--- src/rtl/uart_alu_sequencer.sv ---
// Frame sequencer: pops A, B, opcode from RX FIFO, runs the ALU, pushes one result byte to TX FIFO.
// Latency: opcode pop edge T, result registered T+1, TX push at edge T+2; 5-cycle minimum frame period.
// Backpressure: holds in pop states while RX empty, holds in PUT while TX full; optional ALU_SEQ_TIMEOUT_EN drops stale partial frames.
module uart_alu_sequencer #(
    parameter int DATA_WIDTH = 8,
    parameter int OP_WIDTH   = 6,
    parameter int TIMEOUT    = 1000
) (
    input  logic                  i_clock,
    input  logic                  i_reset,
    input  logic                  i_rx_empty,
    input  logic [DATA_WIDTH-1:0] i_rx_data,
    output logic                  o_rx_read,
    input  logic                  i_tx_full,
    output logic [DATA_WIDTH-1:0] o_tx_data,
    output logic                  o_tx_write,
    output logic [DATA_WIDTH-1:0] o_alu_a,
    output logic [DATA_WIDTH-1:0] o_alu_b,
    output logic [OP_WIDTH-1:0]   o_alu_op,
    input  logic [DATA_WIDTH-1:0] i_alu_result,
    output logic                  o_busy,
    output logic                  o_timeout
);

    typedef enum logic [2:0] {
        ST_GET_A,
        ST_GET_B,
        ST_GET_OP,
        ST_EXEC,
        ST_PUT
    } state_t;

    state_t state;
    logic   pop_state;

    assign pop_state  = (state == ST_GET_A) || (state == ST_GET_B) || (state == ST_GET_OP);
    // Strobes are gated by reset so no FIFO side effect happens while it is held.
    assign o_rx_read  = i_reset && pop_state && !i_rx_empty;
    assign o_tx_write = i_reset && (state == ST_PUT) && !i_tx_full;
    assign o_busy     = (state != ST_GET_A);

`ifdef ALU_SEQ_TIMEOUT_EN
    localparam int CNT_W = (TIMEOUT > 1) ? $clog2(TIMEOUT) : 1;
    logic [CNT_W-1:0] idle_cnt;
    logic             wait_state;

    assign wait_state = (state == ST_GET_B) || (state == ST_GET_OP);
`else
    assign o_timeout = 1'b0;
`endif

    always_ff @(posedge i_clock or negedge i_reset) begin
        if (!i_reset) begin
            state     <= ST_GET_A;
            o_alu_a   <= '0;
            o_alu_b   <= '0;
            o_alu_op  <= '0;
            o_tx_data <= '0;
`ifdef ALU_SEQ_TIMEOUT_EN
            idle_cnt  <= '0;
            o_timeout <= 1'b0;
`endif
        end else begin
            case (state)
                ST_GET_A: begin
                    if (o_rx_read) begin
                        o_alu_a <= i_rx_data;
                        state   <= ST_GET_B;
                    end
                end
                ST_GET_B: begin
                    if (o_rx_read) begin
                        o_alu_b <= i_rx_data;
                        state   <= ST_GET_OP;
                    end
                end
                ST_GET_OP: begin
                    if (o_rx_read) begin
                        o_alu_op <= i_rx_data[OP_WIDTH-1:0];
                        state    <= ST_EXEC;
                    end
                end
                ST_EXEC: begin
                    o_tx_data <= i_alu_result;
                    state     <= ST_PUT;
                end
                ST_PUT: begin
                    if (o_tx_write) begin
                        state <= ST_GET_A;
                    end
                end
                default: state <= ST_GET_A;
            endcase
`ifdef ALU_SEQ_TIMEOUT_EN
            // A pop on the expiry cycle takes the first branch, so the frame advances instead.
            o_timeout <= 1'b0;
            if (o_rx_read || !wait_state) begin
                idle_cnt <= '0;
            end else if (idle_cnt == CNT_W'(TIMEOUT - 1)) begin
                idle_cnt  <= '0;
                state     <= ST_GET_A;
                o_timeout <= 1'b1;
            end else begin
                idle_cnt <= idle_cnt + 1'b1;
            end
`endif
        end
    end

endmodule

--- config.mk ---
export PLATFORM = sky130hd
export DESIGN_NAME = uart_alu_sequencer
export DESIGN_NICKNAME = d
export VERILOG_FILES = /design/src/rtl/uart_alu_sequencer.sv
export SDC_FILE = /design/constraint.sdc
export NUM_CORES = 1
export LEC_CHECK = 0
export BUFFER_PORTS_ARGS = -buffer_cell sky130_fd_sc_hd__buf_2
export CORE_ASPECT_RATIO = 0.75
export CORE_MARGIN = 8
export CORE_UTILIZATION = 50
export DETAILED_ROUTE_END_ITERATION = 10
export GPL_TIMING_DRIVEN = 1
export PLACE_DENSITY = 0.83
export SKIP_CTS_REPAIR_TIMING = 1
export SYNTH_ARGS = -nofsm -noshare
export SYNTH_HDL_FRONTEND = slang
export SYNTH_SLANG_ARGS = --single-unit
--- constraint.sdc ---
create_clock -name i_clock -period 3.85 [get_ports i_clock]
set_clock_uncertainty 0.05 [all_clocks]
set_input_delay 0.385 -clock i_clock [delete_from_list [all_inputs] [get_ports i_clock]]
set_output_delay 0.385 -clock i_clock [all_outputs]
set_load 0.02 [all_outputs]
# [Word-level counts from Yosys, hierarchy flattened]
# Cells that the tools add are included.
[op_classes] n_mux=5 div=0 multipliers=0 n_reduce_logical=14 shifts=0 n_lt_le_gt_ge=0 eq_ne=8 n_bitwise=0 addsub=0
[ops] op="$pmux 3 s5" n=1
[ops] op="$mux 3" n=4
[ops] op="$ne 2x2->1 const B" n=4
[ops] op="$eq 3x2->1 const B" n=2
[ops] op="$reduce_and 2->1" n=3
[ops] op="$logic_and 1x1->1" n=4
[ops] op="$reduce_and 4->1" n=1
[ops] op="$eq 3x1->1 const B" n=1
[ops] op="$eq 3x3->1 const B" n=1
[ops] op="$logic_not 3->1" n=1
[ops] op="$reduce_bool 3->1" n=1
[ops] op="$logic_not 1->1" n=2
[ops] op="$logic_or 1x1->1" n=2
[totals] ram_bits=0 ff_bits=33 mem_count=0 latchBits=0 output_inout_bits=34 romBits=0

# [Depth between registers and ports, before layout]
# Gate-level depths: netlist of the first run.
[depth] depth_word=7 mapped_depth=3 ltp_nobuf=3

# [Worst setup path before layout of the first run]
# No wires, ideal clock.
[synth_timing] path_type="register to output" start="register state[2]" end="output port o_rx_read" path_slack_ns=2.171 arrival_time_ns=1.244 path_stages_with_launch=3 cell_sequence="dfrtp_1 -> nor3b_4 -> a21boi_0"
[synth_between] elab_chain_cells=5
[synth_rtl] element="start, declared" line="33" text="state_t state;"
[synth_rtl] element="start signal, assigned" line="54" text="state <= ST_GET_A;"
[synth_rtl] element="start signal, assigned" line="68" text="state <= ST_GET_B;"
[synth_rtl] element="start signal, assigned" line="74" text="state <= ST_GET_OP;"
[synth_rtl] element="$eq 3x1->1 / $logic_not 3->1 (equally long branches)" line="36" text="assign pop_state = (state == ST_GET_A) || (state == ST_GET_B) || (state == ST_GET_OP);"
[synth_rtl] element="$logic_or 1x1->1" line="36"
[synth_rtl] element="$logic_or 1x1->1 (*)" line="36"
[synth_rtl] element="$logic_and 1x1->1 (*) (2 in series)" line="38" text="assign o_rx_read = i_reset && pop_state && !i_rx_empty;"
[synth_rtl] element="end, declared" line="13" text="output logic o_rx_read,"
# Mark *: on every way between the ends. The rest lies on a longest branch, timed or not.

# [Final worst setup path of the first run]
[layout_timing] start="input port i_reset" end="output port o_rx_read"
[layout_between] elab_chain_cells=2
[layout_rtl] element="start, declared" line="10" text="input logic i_reset,"
[layout_rtl] element="$logic_and 1x1->1 (2 in series)" line="38"
# No other way between the ends.

==> flow_results.xml, run 1 <==
<?xml version="1.0" encoding="UTF-8"?>
<metrics>
  <group name="placement">
    <metric name="hpwlAfterDp" unit="µm">2118</metric>
    <metric name="globalplace.congestion" unit="">0.7032</metric>
    <metric name="postPlaceCellArea" unit="µm²">1607</metric>
    <metric name="placement.io_buffers" unit="">52</metric>
  </group>
  <group name="clock_network">
    <metric name="clkSlewWorstSetupHoldPaths" unit="ns">0.10</metric>
    <metric name="cts_tree" unit="">done</metric>
    <metric name="clock_path_buffers" unit="">2</metric>
    <metric name="clock_tree.root_cell" unit="">sky130_fd_sc_hd__clkbuf_4</metric>
    <metric name="cts_made_buffers" unit="">5</metric>
    <metric name="cts.sinks" unit="">33</metric>
    <metric name="cts-htree-levels" unit="">2</metric>
    <metric name="clock_insertion_delay_worst_skew" unit="ns">0.32</metric>
  </group>
  <group name="cells_and_area">
    <metric name="n_fill_cell" unit="">193</metric>
    <metric name="finalNetCount" unit="">163</metric>
    <metric name="summed_area_of_non_filler_cells_in_the_final_layout" unit="µm²">1677</metric>
    <metric name="multi_input_comb_area" unit="µm²">471.7</metric>
    <metric name="layout.area.seq" unit="µm²">825.8</metric>
    <metric name="final_layout_size_suffix_gt1_share" unit="%">66.67</metric>
    <metric name="final_core_util" unit="%">65.94</metric>
    <metric name="layout-area-overhead-vs-synth" unit="%">28.11</metric>
    <metric name="antennaDiodeCount" unit="">0</metric>
  </group>
  <group name="worst_setup_path">
    <metric name="path_max_fanout" unit="">36</metric>
    <metric name="crit_type" unit="">input port to primary output</metric>
    <metric name="cp_data_arrival_time" unit="ns">1.72</metric>
    <metric name="max_stage_delay" unit="ns">0.57</metric>
    <metric name="critical_path.cell_chain" unit="">buf_2 &gt; nor3b_4 &gt; a21boi_0 &gt; buf_2</metric>
    <metric name="critical_path.n_buffers_inverters" unit="">2</metric>
    <metric name="critical-path-slowest-cell" unit="">sky130_fd_sc_hd__buf_2</metric>
    <metric name="crit_required" unit="ns">3.41</metric>
    <metric name="critPathMostFrequentCell" unit="">sky130_fd_sc_hd__buf_2</metric>
    <metric name="setup.worst_path.end_class" unit="">primary output</metric>
    <metric name="timing.critical_path.max_delay_family" unit="">buffers and inverters</metric>
    <metric name="critPathLaunchType" unit="">input port</metric>
  </group>
  <group name="timing">
    <metric name="maxClockFrequency" unit="MHz">464.5</metric>
    <metric name="setup_tns" unit="ns">0</metric>
    <metric name="timing_max_transition_violations_final" unit="">0</metric>
    <metric name="min_period_over_period" unit="%">55.92</metric>
    <metric name="timing_hold_violations_final" unit="">0</metric>
    <metric name="grt_setup_unrepaired" unit="">no</metric>
    <metric name="hold_slack" unit="ns">0.06372</metric>
    <metric name="fin_crit" unit="ns">2.153</metric>
    <metric name="worst-slew-pin-transition" unit="ns">0.7360</metric>
    <metric name="max-slew-margin-rel" unit="%">50.93</metric>
    <metric name="setup_violators_final" unit="">0</metric>
  </group>
  <group name="floorplanning">
    <metric name="io_pins" unit="">54</metric>
    <metric name="floorplan.initialDensity" unit="%">51.48</metric>
    <metric name="die_height" unit="µm">60.31</metric>
    <metric name="floorplan.die.width" unit="µm">75.08</metric>
    <metric name="placement_rows" unit="">16</metric>
    <metric name="core-area" unit="µm²">2542</metric>
    <metric name="die-area" unit="µm²">4527</metric>
  </group>
  <group name="logic_synthesis">
    <metric name="synth_warnings" unit="">0</metric>
    <metric name="syn-cell-area" unit="µm²">1309</metric>
    <metric name="register_area_share_after_synthesis" unit="%">63.10</metric>
    <metric name="synth_commonest_cells" unit="">33 x sky130_fd_sc_hd__dfrtp_1, 30 x sky130_fd_sc_hd__mux2_2, 3 x sky130_fd_sc_hd__nor2_1, 3 x sky130_fd_sc_hd__nor2b_1</metric>
    <metric name="syn_area_cell" unit="µm²">15.40</metric>
    <metric name="synth_top_flop_cell" unit="">sky130_fd_sc_hd__dfrtp_1</metric>
    <metric name="synth_enable_flop_cells" unit="">0</metric>
    <metric name="async_reset_ff_share" unit="%">100.0</metric>
    <metric name="synthCells" unit="">85</metric>
    <metric name="synthDistinctLibCells" unit="">18</metric>
    <metric name="synth_fp_nets" unit="">105</metric>
    <metric name="yosysMostFrequentCell" unit="">sky130_fd_sc_hd__dfrtp_1</metric>
    <metric name="synth_top_cells_by_area" unit="">sky130_fd_sc_hd__dfrtp_1 63%, sky130_fd_sc_hd__mux2_2 26%, sky130_fd_sc_hd__nor2b_1 1.4%, sky130_fd_sc_hd__nor3b_4 1.4%, sky130_fd_sc_hd__nand2_2 0.96%</metric>
    <metric name="synth_top_area_cell" unit="">sky130_fd_sc_hd__dfrtp_1</metric>
    <metric name="synth_seq_cells" unit="">33</metric>
    <metric name="yosys.area.top_type_share" unit="%">63.10</metric>
  </group>
  <group name="pwr">
    <metric name="power-per-cell-area" unit="nW/µm²">913.3</metric>
    <metric name="power.static_leakage" unit="nW">0.8436</metric>
    <metric name="peakVddDrop" unit="mV">0.4436</metric>
    <metric name="total_power" unit="W">0.001531</metric>
  </group>
  <group name="detailed_routing">
    <metric name="post-route-drc-count" unit="">0</metric>
    <metric name="met1Wirelength" unit="µm">1097</metric>
    <metric name="dr.first_iter.drc_count" unit="">39</metric>
    <metric name="route.top_layer_used" unit="">met4</metric>
    <metric name="avgViaCountPerCell" unit="">4.828</metric>
    <metric name="met3_length" unit="µm">228</metric>
    <metric name="via_count" unit="">869</metric>
    <metric name="route.met2.wl" unit="µm">1411</metric>
    <metric name="finalWirelength" unit="µm">2800</metric>
    <metric name="final_antenna_net_count" unit="">0</metric>
    <metric name="avgRoutedWirePerCell" unit="µm">15.56</metric>
    <metric name="drt_pre_antenna_iters" unit="">4</metric>
  </group>
  <group name="global_route">
    <metric name="residual_overflow_from_global_routing" unit="">0</metric>
    <metric name="grt_start_max_net_pins" unit="">37</metric>
    <metric name="grt.total_usage" unit="%">13.61</metric>
    <metric name="grt_pass1_wl" unit="µm">4429</metric>
    <metric name="initial_antenna_violation_count" unit="">0</metric>
    <metric name="grt_pass1_vias" unit="">964</metric>
  </group>
  <group name="worst_hold_path">
    <metric name="worstHoldPathType" unit="">input port to asynchronous set/reset pin</metric>
  </group>
  <group name="flow_run">
    <metric name="cap_violations" unit="">0</metric>
  </group>
  <group name="outcome">
    <metric name="run_status" unit="">complete, no violations</metric>
  </group>
</metrics>
[report_power, final]
group / switching [W] / total (W) / leakage, nW / internal, W
clock: 0.000111 / 0.000217 / 0.0413 / 0.000106
sequential: 0.000101 / 0.000620 / 0.398 / 0.000519
combinational: 0.000400 / 0.000694 / 0.404 / 0.000294
[state kept, by name, summed over array words and instances (netlist names)]
name	count
o_alu_b	8
o_alu_op	6
o_alu_a	8
o_tx_data	8
state	3
[cells by family (layout without fill, tap and decap cells)]
family	Yosys count	after routing	share of synthesized area, %
mux	31	31	26.58
compound gates	3	3	1.338
buf+inv	2	61	0.8604
other cells	1	1	0.2865
flops	33	33	63.10
simple gates	15	15	7.840
[through the flow]
stage | instances | setup WS [ns]
floorplan | 85 | 2.171
global placement | 172 | 1.714
detailed placement | 172 | 1.650
CTS | 180 | 1.654
global route | 180 | 1.532
finish | 180 | 1.697
[routing by layer]
metal	GRT usage (%)	vias up
li1	-	409
met1	13.62	428
met2	22.85	27
met3	5.863	5
met4	8.611	0
met5	0	-
[cell type report]
type                       count  share of cell area, %
sequential                    33                  49.25
multi-input combinational     50                  28.13
timing repair buffer          52                  15.52
clock buffer                   7                  3.881
tap                           36                  2.687
clock inverter                 1                 0.2985
inverter                       1                 0.2239
[final timing paths]
path                                           from                        to  slack, ns  depth (start not counted)
max                                         i_reset                 o_rx_read       1.70                          4
min                                         i_reset   o_alu_op[1]$_DFFE_PN0P_       0.06                          1
max reg2reg                    state[2]$_DFFE_PN0P_   o_alu_op[0]$_DFFE_PN0P_       2.34                          3
min reg2reg                o_tx_data[0]$_DFFE_PN0P_  o_tx_data[0]$_DFFE_PN0P_       0.46                          1
max in group asynchronous                   i_reset    o_alu_b[0]$_DFFE_PN0P_       3.22                          1
min in group i_clock                i_alu_result[0]  o_tx_data[0]$_DFFE_PN0P_       0.24                          2
[cell usage in the layout (no fill, tap or decap)]
cell,instances
sky130_fd_sc_hd__a21boi_0,1
sky130_fd_sc_hd__a21oi_1,1
sky130_fd_sc_hd__and2b_1,1
sky130_fd_sc_hd__and3_2,1
sky130_fd_sc_hd__buf_2,52
sky130_fd_sc_hd__clkbuf_4,5
sky130_fd_sc_hd__clkbuf_8,2
sky130_fd_sc_hd__clkinv_2,1
sky130_fd_sc_hd__conb_1,1
sky130_fd_sc_hd__dfrtp_1,33
sky130_fd_sc_hd__inv_1,1
sky130_fd_sc_hd__mux2_2,30
sky130_fd_sc_hd__mux2i_1,1
sky130_fd_sc_hd__nand2_1,2
sky130_fd_sc_hd__nand2_2,2
sky130_fd_sc_hd__nand3b_2,1
sky130_fd_sc_hd__nor2_1,3
sky130_fd_sc_hd__nor2b_1,3
sky130_fd_sc_hd__nor3b_4,1
sky130_fd_sc_hd__o21ai_0,1
sky130_fd_sc_hd__or3_2,1
Note: power is estimated with default switching activity, not from simulation.
==> run 2, diff against run 1 <==
Settings changed: CORE_UTILIZATION 50 to 42, PLACE_DENSITY 0.83 to 0.74.
Clock period 3.85 ns to 1.7 ns, I/O delays scaled along.
==> flow_results.xml, run 2 (same netlist as run 1, synthesis figures left out) <==
<?xml version="1.0" encoding="UTF-8"?>
<metrics>
  <group name="timing">
    <metric name="setup_violators_final" unit="">0</metric>
    <metric name="timing_hold_violations_final" unit="">0</metric>
    <metric name="grt_setup_unrepaired" unit="">no</metric>
    <metric name="fin_crit" unit="ns">1.644</metric>
    <metric name="maxClockFrequency" unit="MHz">608.1</metric>
    <metric name="timing_max_transition_violations_final" unit="">0</metric>
    <metric name="setup_tns" unit="ns">0</metric>
    <metric name="min_period_over_period" unit="%">96.73</metric>
    <metric name="setup_slack" unit="ns">0.05552</metric>
  </group>
  <group name="global_route">
    <metric name="initial_antenna_violation_count" unit="">0</metric>
    <metric name="residual_overflow_from_global_routing" unit="">0</metric>
    <metric name="grt.total_usage" unit="%">12.10</metric>
    <metric name="grt_start_max_net_pins" unit="">28</metric>
    <metric name="grt_pass1_vias" unit="">998</metric>
    <metric name="grt_pass1_wl" unit="µm">4816</metric>
  </group>
  <group name="detailed_routing">
    <metric name="dr.first_iter.drc_count" unit="">28</metric>
    <metric name="via_count" unit="">888</metric>
    <metric name="avgRoutedWirePerCell" unit="µm">15.94</metric>
    <metric name="avgViaCountPerCell" unit="">4.774</metric>
    <metric name="finalWirelength" unit="µm">2964</metric>
    <metric name="drt_pre_antenna_iters" unit="">4</metric>
    <metric name="post-route-drc-count" unit="">0</metric>
    <metric name="final_antenna_net_count" unit="">0</metric>
  </group>
  <group name="placement">
    <metric name="dp_worst_setup_slack" unit="ns">0.2058</metric>
    <metric name="postPlaceCellArea" unit="µm²">1617</metric>
    <metric name="placement.io_buffers" unit="">52</metric>
    <metric name="hpwlAfterDp" unit="µm">2241</metric>
    <metric name="globalplace.congestion" unit="">0.7651</metric>
  </group>
  <group name="worst_setup_path">
    <metric name="crit_required" unit="ns">1.48</metric>
    <metric name="critPathLaunchType" unit="">input port</metric>
    <metric name="crit_type" unit="">input port to primary output</metric>
    <metric name="setup.worst_path.end_class" unit="">primary output</metric>
    <metric name="path_max_fanout" unit="">5</metric>
    <metric name="cp_data_arrival_time" unit="ns">1.42</metric>
  </group>
  <group name="cells_and_area">
    <metric name="layout.area.seq" unit="µm²">825.8</metric>
    <metric name="layout.cells.most_common" unit="">sky130_fd_sc_hd__buf_2</metric>
    <metric name="layout-area-overhead-vs-synth" unit="%">32.22</metric>
    <metric name="summed_area_of_non_filler_cells_in_the_final_layout" unit="µm²">1730</metric>
    <metric name="finalNetCount" unit="">167</metric>
    <metric name="reg_top3" unit="">o_alu_a (8), o_alu_b (8), o_tx_data (8)</metric>
    <metric name="layout.cells.most_common_list" unit="">52 x sky130_fd_sc_hd__buf_2, 33 x sky130_fd_sc_hd__dfrtp_1, 30 x sky130_fd_sc_hd__mux2_2, 5 x sky130_fd_sc_hd__clkbuf_8</metric>
    <metric name="antennaDiodeCount" unit="">0</metric>
    <metric name="n_fill_cell" unit="">238</metric>
    <metric name="multi_input_comb_area" unit="µm²">471.7</metric>
    <metric name="final_layout_size_suffix_gt1_share" unit="%">66.22</metric>
  </group>
  <group name="floorplanning">
    <metric name="die-area" unit="µm²">5177</metric>
    <metric name="die_height" unit="µm">64.35</metric>
    <metric name="floorplan.initialDensity" unit="%">44.27</metric>
    <metric name="floorplan.die.width" unit="µm">80.46</metric>
    <metric name="core-area" unit="µm²">2957</metric>
    <metric name="io_pins" unit="">54</metric>
    <metric name="placement_rows" unit="">17</metric>
  </group>
  <group name="flow_run">
    <metric name="cap_violations" unit="">0</metric>
  </group>
  <group name="worst_hold_path">
    <metric name="worstHoldPathType" unit="">input port to register</metric>
  </group>
  <group name="clock_network">
    <metric name="clock_path_buffers" unit="">2</metric>
    <metric name="clock_tree.root_cell" unit="">sky130_fd_sc_hd__clkbuf_8</metric>
    <metric name="cts-htree-levels" unit="">2</metric>
    <metric name="clock_insertion_delay_worst_skew" unit="ns">0.28</metric>
    <metric name="cts_made_buffers" unit="">5</metric>
    <metric name="clkSlewWorstSetupHoldPaths" unit="ns">0.07</metric>
    <metric name="cts.sinks" unit="">33</metric>
    <metric name="cts_tree" unit="">done</metric>
  </group>
  <group name="pwr">
    <metric name="power.static_leakage" unit="nW">0.8646</metric>
    <metric name="peakVddDrop" unit="mV">1.019</metric>
    <metric name="power-per-cell-area" unit="nW/µm²">2052</metric>
  </group>
  <group name="outcome">
    <metric name="run_status" unit="">complete, no violations</metric>
  </group>
</metrics>
-- run 2: cell count changes in the layout (fill, tap and decap cells not counted), sizes merged --
| cell | previous run | this run |
|---|---|---|
| clkbuf | 7 | 5 |
| clkinv | 1 | 2 |
| clkinvlp | 0 | 1 |
| buf | 52 | 54 |
| dlygate4sd3 | 0 | 2 |
-- run 2: area by class of cell --
class | count | area share [%]
Multi-Input combinational cell | 50 | 27.26
Clock inverter | 3 | 1.012
Timing Repair Buffer | 56 | 17.06
Inverter | 1 | 0.2169
Clock buffer | 5 | 3.977
Tap cell | 38 | 2.748
Sequential cell | 33 | 47.72
-- run 2: path summary, 6_finish.rpt --
path	cells past startpoint	endpoint	from	slack, ns
min in group asynchronous	3	o_tx_data[2]$_DFFE_PN0P_	i_reset	0.45
max	5	o_rx_read	i_reset	0.06
min reg2reg	1	o_alu_a[7]$_DFFE_PN0P_	o_alu_a[7]$_DFFE_PN0P_	0.45
max in group asynchronous	3	state[1]$_DFFE_PN0P_	i_reset	0.51
min	2	o_tx_data[2]$_DFFE_PN0P_	i_alu_result[2]	0.06
max reg2reg	4	o_alu_op[1]$_DFFE_PN0P_	state[2]$_DFFE_PN0P_	0.22
-- run 2: power breakdown --
part | total [W] | leakage (nW) | switching (W) | internal, W
Sequential | 0.00140 | 0.398 | 0.000224 | 0.00118
Combinational | 0.00158 | 0.422 | 0.000905 | 0.000675
Clock | 0.000569 | 0.0439 | 0.000287 | 0.000282
-- run 2: per-layer routing --
layer,GRT usage (%),routed length (µm),up-vias
met5,0,0,-
met4,7.466,68,0
met3,3.771,155,7
met2,20.88,1597,25
met1,12.47,1143,441
li1,-,-,415
-- run 2: critical path, stage by stage --
cell	delay [ns]
sky130_fd_sc_hd__dlygate4sd3_1	0.52
sky130_fd_sc_hd__buf_2	0.16
sky130_fd_sc_hd__nor3b_4	0.21
sky130_fd_sc_hd__a21boi_0	0.18
sky130_fd_sc_hd__buf_2	0.19
-- run 2: metrics by stage --
stage                     hold WS [ns]  std cells  power [W]  util (%)
after detailed placement      -0.01920        175   0.003013     54.68
after global placement        -0.02949        175   0.002955     54.68
after floorplan                -0.1756         85   0.002427         -
final                          0.06188        186   0.003551     58.53
after global routing           0.05971        186   0.003766     58.53
after CTS                      -0.3312        183   0.003600     57.60
==> run 3, diff against run 2 <==
Settings changed: CORE_MARGIN 8 to 2, SETUP_SLACK_MARGIN from default to 0.1.
==> flow_results.xml, run 3 (same netlist as run 1, synthesis figures left out) <==
<?xml version="1.0" encoding="UTF-8"?>
<metrics>
  <group name="outcome">
    <metric name="run_status" unit="">complete, no violations</metric>
  </group>
  <group name="timing">
    <metric name="max-slew-margin-rel" unit="%">59.66</metric>
    <metric name="hold_slack" unit="ns">0.06821</metric>
    <metric name="timing_hold_violations_final" unit="">0</metric>
    <metric name="maxClockFrequency" unit="MHz">610.9</metric>
    <metric name="setup_tns" unit="ns">0</metric>
    <metric name="worst-slew-pin-transition" unit="ns">0.6032</metric>
    <metric name="timing_max_transition_violations_final" unit="">0</metric>
    <metric name="setup_violators_final" unit="">0</metric>
    <metric name="min_period_over_period" unit="%">96.29</metric>
    <metric name="grt_setup_unrepaired" unit="">yes</metric>
    <metric name="setup_slack" unit="ns">0.06307</metric>
    <metric name="fin_crit" unit="ns">1.637</metric>
  </group>
  <group name="cells_and_area">
    <metric name="final_layout_size_suffix_gt1_share" unit="%">68.00</metric>
    <metric name="antennaDiodeCount" unit="">0</metric>
    <metric name="final_core_util" unit="%">60.43</metric>
    <metric name="reg_top3" unit="">o_alu_a (8), o_alu_b (8), o_tx_data (8)</metric>
    <metric name="finalNetCount" unit="">169</metric>
    <metric name="layout.cells.most_common_list" unit="">51 x sky130_fd_sc_hd__buf_2, 31 x sky130_fd_sc_hd__dfrtp_1, 30 x sky130_fd_sc_hd__mux2_2, 6 x sky130_fd_sc_hd__clkbuf_8, 4 x sky130_fd_sc_hd__buf_4</metric>
    <metric name="layout.cells.most_common" unit="">sky130_fd_sc_hd__buf_2</metric>
    <metric name="summed_area_of_non_filler_cells_in_the_final_layout" unit="µm²">1787</metric>
    <metric name="layout-area-overhead-vs-synth" unit="%">36.52</metric>
  </group>
  <group name="detailed_routing">
    <metric name="post-route-drc-count" unit="">0</metric>
    <metric name="via_count" unit="">918</metric>
    <metric name="finalWirelength" unit="µm">2644</metric>
    <metric name="dr.first_iter.drc_count" unit="">12</metric>
    <metric name="drt_pre_antenna_iters" unit="">4</metric>
    <metric name="avgViaCountPerCell" unit="">4.883</metric>
    <metric name="final_antenna_net_count" unit="">0</metric>
    <metric name="avgRoutedWirePerCell" unit="µm">14.06</metric>
  </group>
  <group name="global_route">
    <metric name="grt.total_usage" unit="%">16.17</metric>
    <metric name="grt_start_max_net_pins" unit="">17</metric>
    <metric name="grt_pass1_vias" unit="">881</metric>
    <metric name="residual_overflow_from_global_routing" unit="">0</metric>
    <metric name="grt_pass1_wl" unit="µm">4091</metric>
    <metric name="initial_antenna_violation_count" unit="">0</metric>
  </group>
  <group name="worst_setup_path">
    <metric name="path_max_fanout" unit="">7</metric>
    <metric name="crit_required" unit="ns">1.48</metric>
    <metric name="setup.worst_path.end_class" unit="">primary output</metric>
    <metric name="critical_path.startpoint" unit="">state[2]$_DFFE_PN0P_</metric>
    <metric name="worstReg2RegEnd" unit="">o_alu_op[1]$_DFFE_PN0P_</metric>
    <metric name="cp_data_arrival_time" unit="ns">1.42</metric>
    <metric name="worst_flop_to_flop_path_startpoint" unit="">state[2]$_DFFE_PN0P_</metric>
    <metric name="critPathLaunchType" unit="">register</metric>
    <metric name="crit_type" unit="">register to primary output</metric>
    <metric name="ff2ff_path_depth" unit="">4</metric>
    <metric name="worst-r2r-setup-slack" unit="ns">0.20</metric>
  </group>
  <group name="clock_network">
    <metric name="cts-htree-levels" unit="">2</metric>
    <metric name="clock_path_buffers" unit="">2</metric>
    <metric name="cts_made_buffers" unit="">5</metric>
    <metric name="clock_tree.root_cell" unit="">sky130_fd_sc_hd__clkbuf_8</metric>
    <metric name="cts_tree" unit="">done</metric>
    <metric name="clock_insertion_delay_worst_skew" unit="ns">0.28</metric>
    <metric name="clkSlewWorstSetupHoldPaths" unit="ns">0.07</metric>
    <metric name="cts.sinks" unit="">33</metric>
  </group>
  <group name="floorplanning">
    <metric name="core-area" unit="µm²">2957</metric>
    <metric name="io_pins" unit="">54</metric>
    <metric name="floorplan.die.width" unit="µm">68.46</metric>
    <metric name="floorplan.initialDensity" unit="%">44.27</metric>
    <metric name="placement_rows" unit="">17</metric>
    <metric name="die-area" unit="µm²">3583</metric>
    <metric name="die_height" unit="µm">52.35</metric>
  </group>
  <group name="pwr">
    <metric name="power-per-cell-area" unit="nW/µm²">2108</metric>
    <metric name="peakVddDrop" unit="mV">1.151</metric>
    <metric name="power.static_leakage" unit="nW">0.8886</metric>
  </group>
  <group name="placement">
    <metric name="hpwlAfterDp" unit="µm">1940</metric>
    <metric name="postPlaceCellArea" unit="µm²">1624</metric>
    <metric name="globalplace.congestion" unit="">0.6676</metric>
    <metric name="placement.io_buffers" unit="">52</metric>
    <metric name="dp_worst_setup_slack" unit="ns">0.1972</metric>
  </group>
  <group name="worst_hold_path">
    <metric name="worstHoldPathType" unit="">input port to register</metric>
    <metric name="min_delay_worst_endpoint" unit="">o_tx_data[1]$_DFFE_PN0P_</metric>
    <metric name="worst_hold_startpoint" unit="">i_alu_result[1]</metric>
    <metric name="min_delay_path_depth" unit="">2</metric>
  </group>
  <group name="flow_run">
    <metric name="cap_violations" unit="">0</metric>
  </group>
</metrics>
## run 3: cell types whose count changed in the layout (fill, tap and decap cells not counted), moves of 2 or more
cell	delta
sky130_fd_sc_hd__clkinv_2	-2
sky130_fd_sc_hd__buf_4	+2
sky130_fd_sc_hd__dfrtp_1	-2
sky130_fd_sc_hd__dfrtp_2	+2
## run 3: power breakdown
part	internal, W	switching (W)	total (W)
sequential	0.00118	0.000222	0.00141
clock	0.000478	0.000266	0.000743
combinational	0.000717	0.000900	0.00162
## run 3: cell type report
type                       count  area [µm²]
clock buffer                   7       86.33
timing repair buffer          58       316.6
inverter                       1       3.754
fill                         229        1170
tap                           38       47.55
clock inverter                 1       30.03
sequential                    33       828.3
multi-input combinational     50       474.2
## run 3: worst max-delay path by stage
| stage | to | slack [ns] | depth (start not counted) |
|---|---|---|---|
| 6_report | o_rx_read | 0.06 | 3 |
| 4_1_cts | o_rx_read | 0.01 | 3 |
| 2_1_floorplan | o_rx_read | 0.24 | 2 |
| 3_3_place_gp | o_alu_op[0]$_DFFE_PN0P_ | 0.30 | 3 |
| 3_5_place_dp | o_alu_op[3]$_DFFE_PN0P_ | 0.20 | 3 |
| 5_1_grt | o_rx_read | 0.04 | 3 |
## run 3: routing by layer
metal  part of all wire, %  GRT usage (%)
met1                    42          19.94
met2                    51          25.32
met3                   5.0          4.731
met4                   1.5          9.000
met5                     0              0
## run 3: per-stage QoR
step / std cells / power, W
2_1_floorplan: 85 / 0.002427
3_3_place_gp: 176 / 0.002920
3_5_place_dp: 176 / 0.002985
4_1_cts: 184 / 0.003747
5_1_grt: 188 / 0.003987
6_report: 188 / 0.003766
## run 3: critical path, cell delays in order, from the launching register on
cell	delay (ns)
sky130_fd_sc_hd__dfrtp_2	0.46
sky130_fd_sc_hd__nor3b_4	0.23
sky130_fd_sc_hd__a21boi_0	0.24
sky130_fd_sc_hd__buf_2	0.21
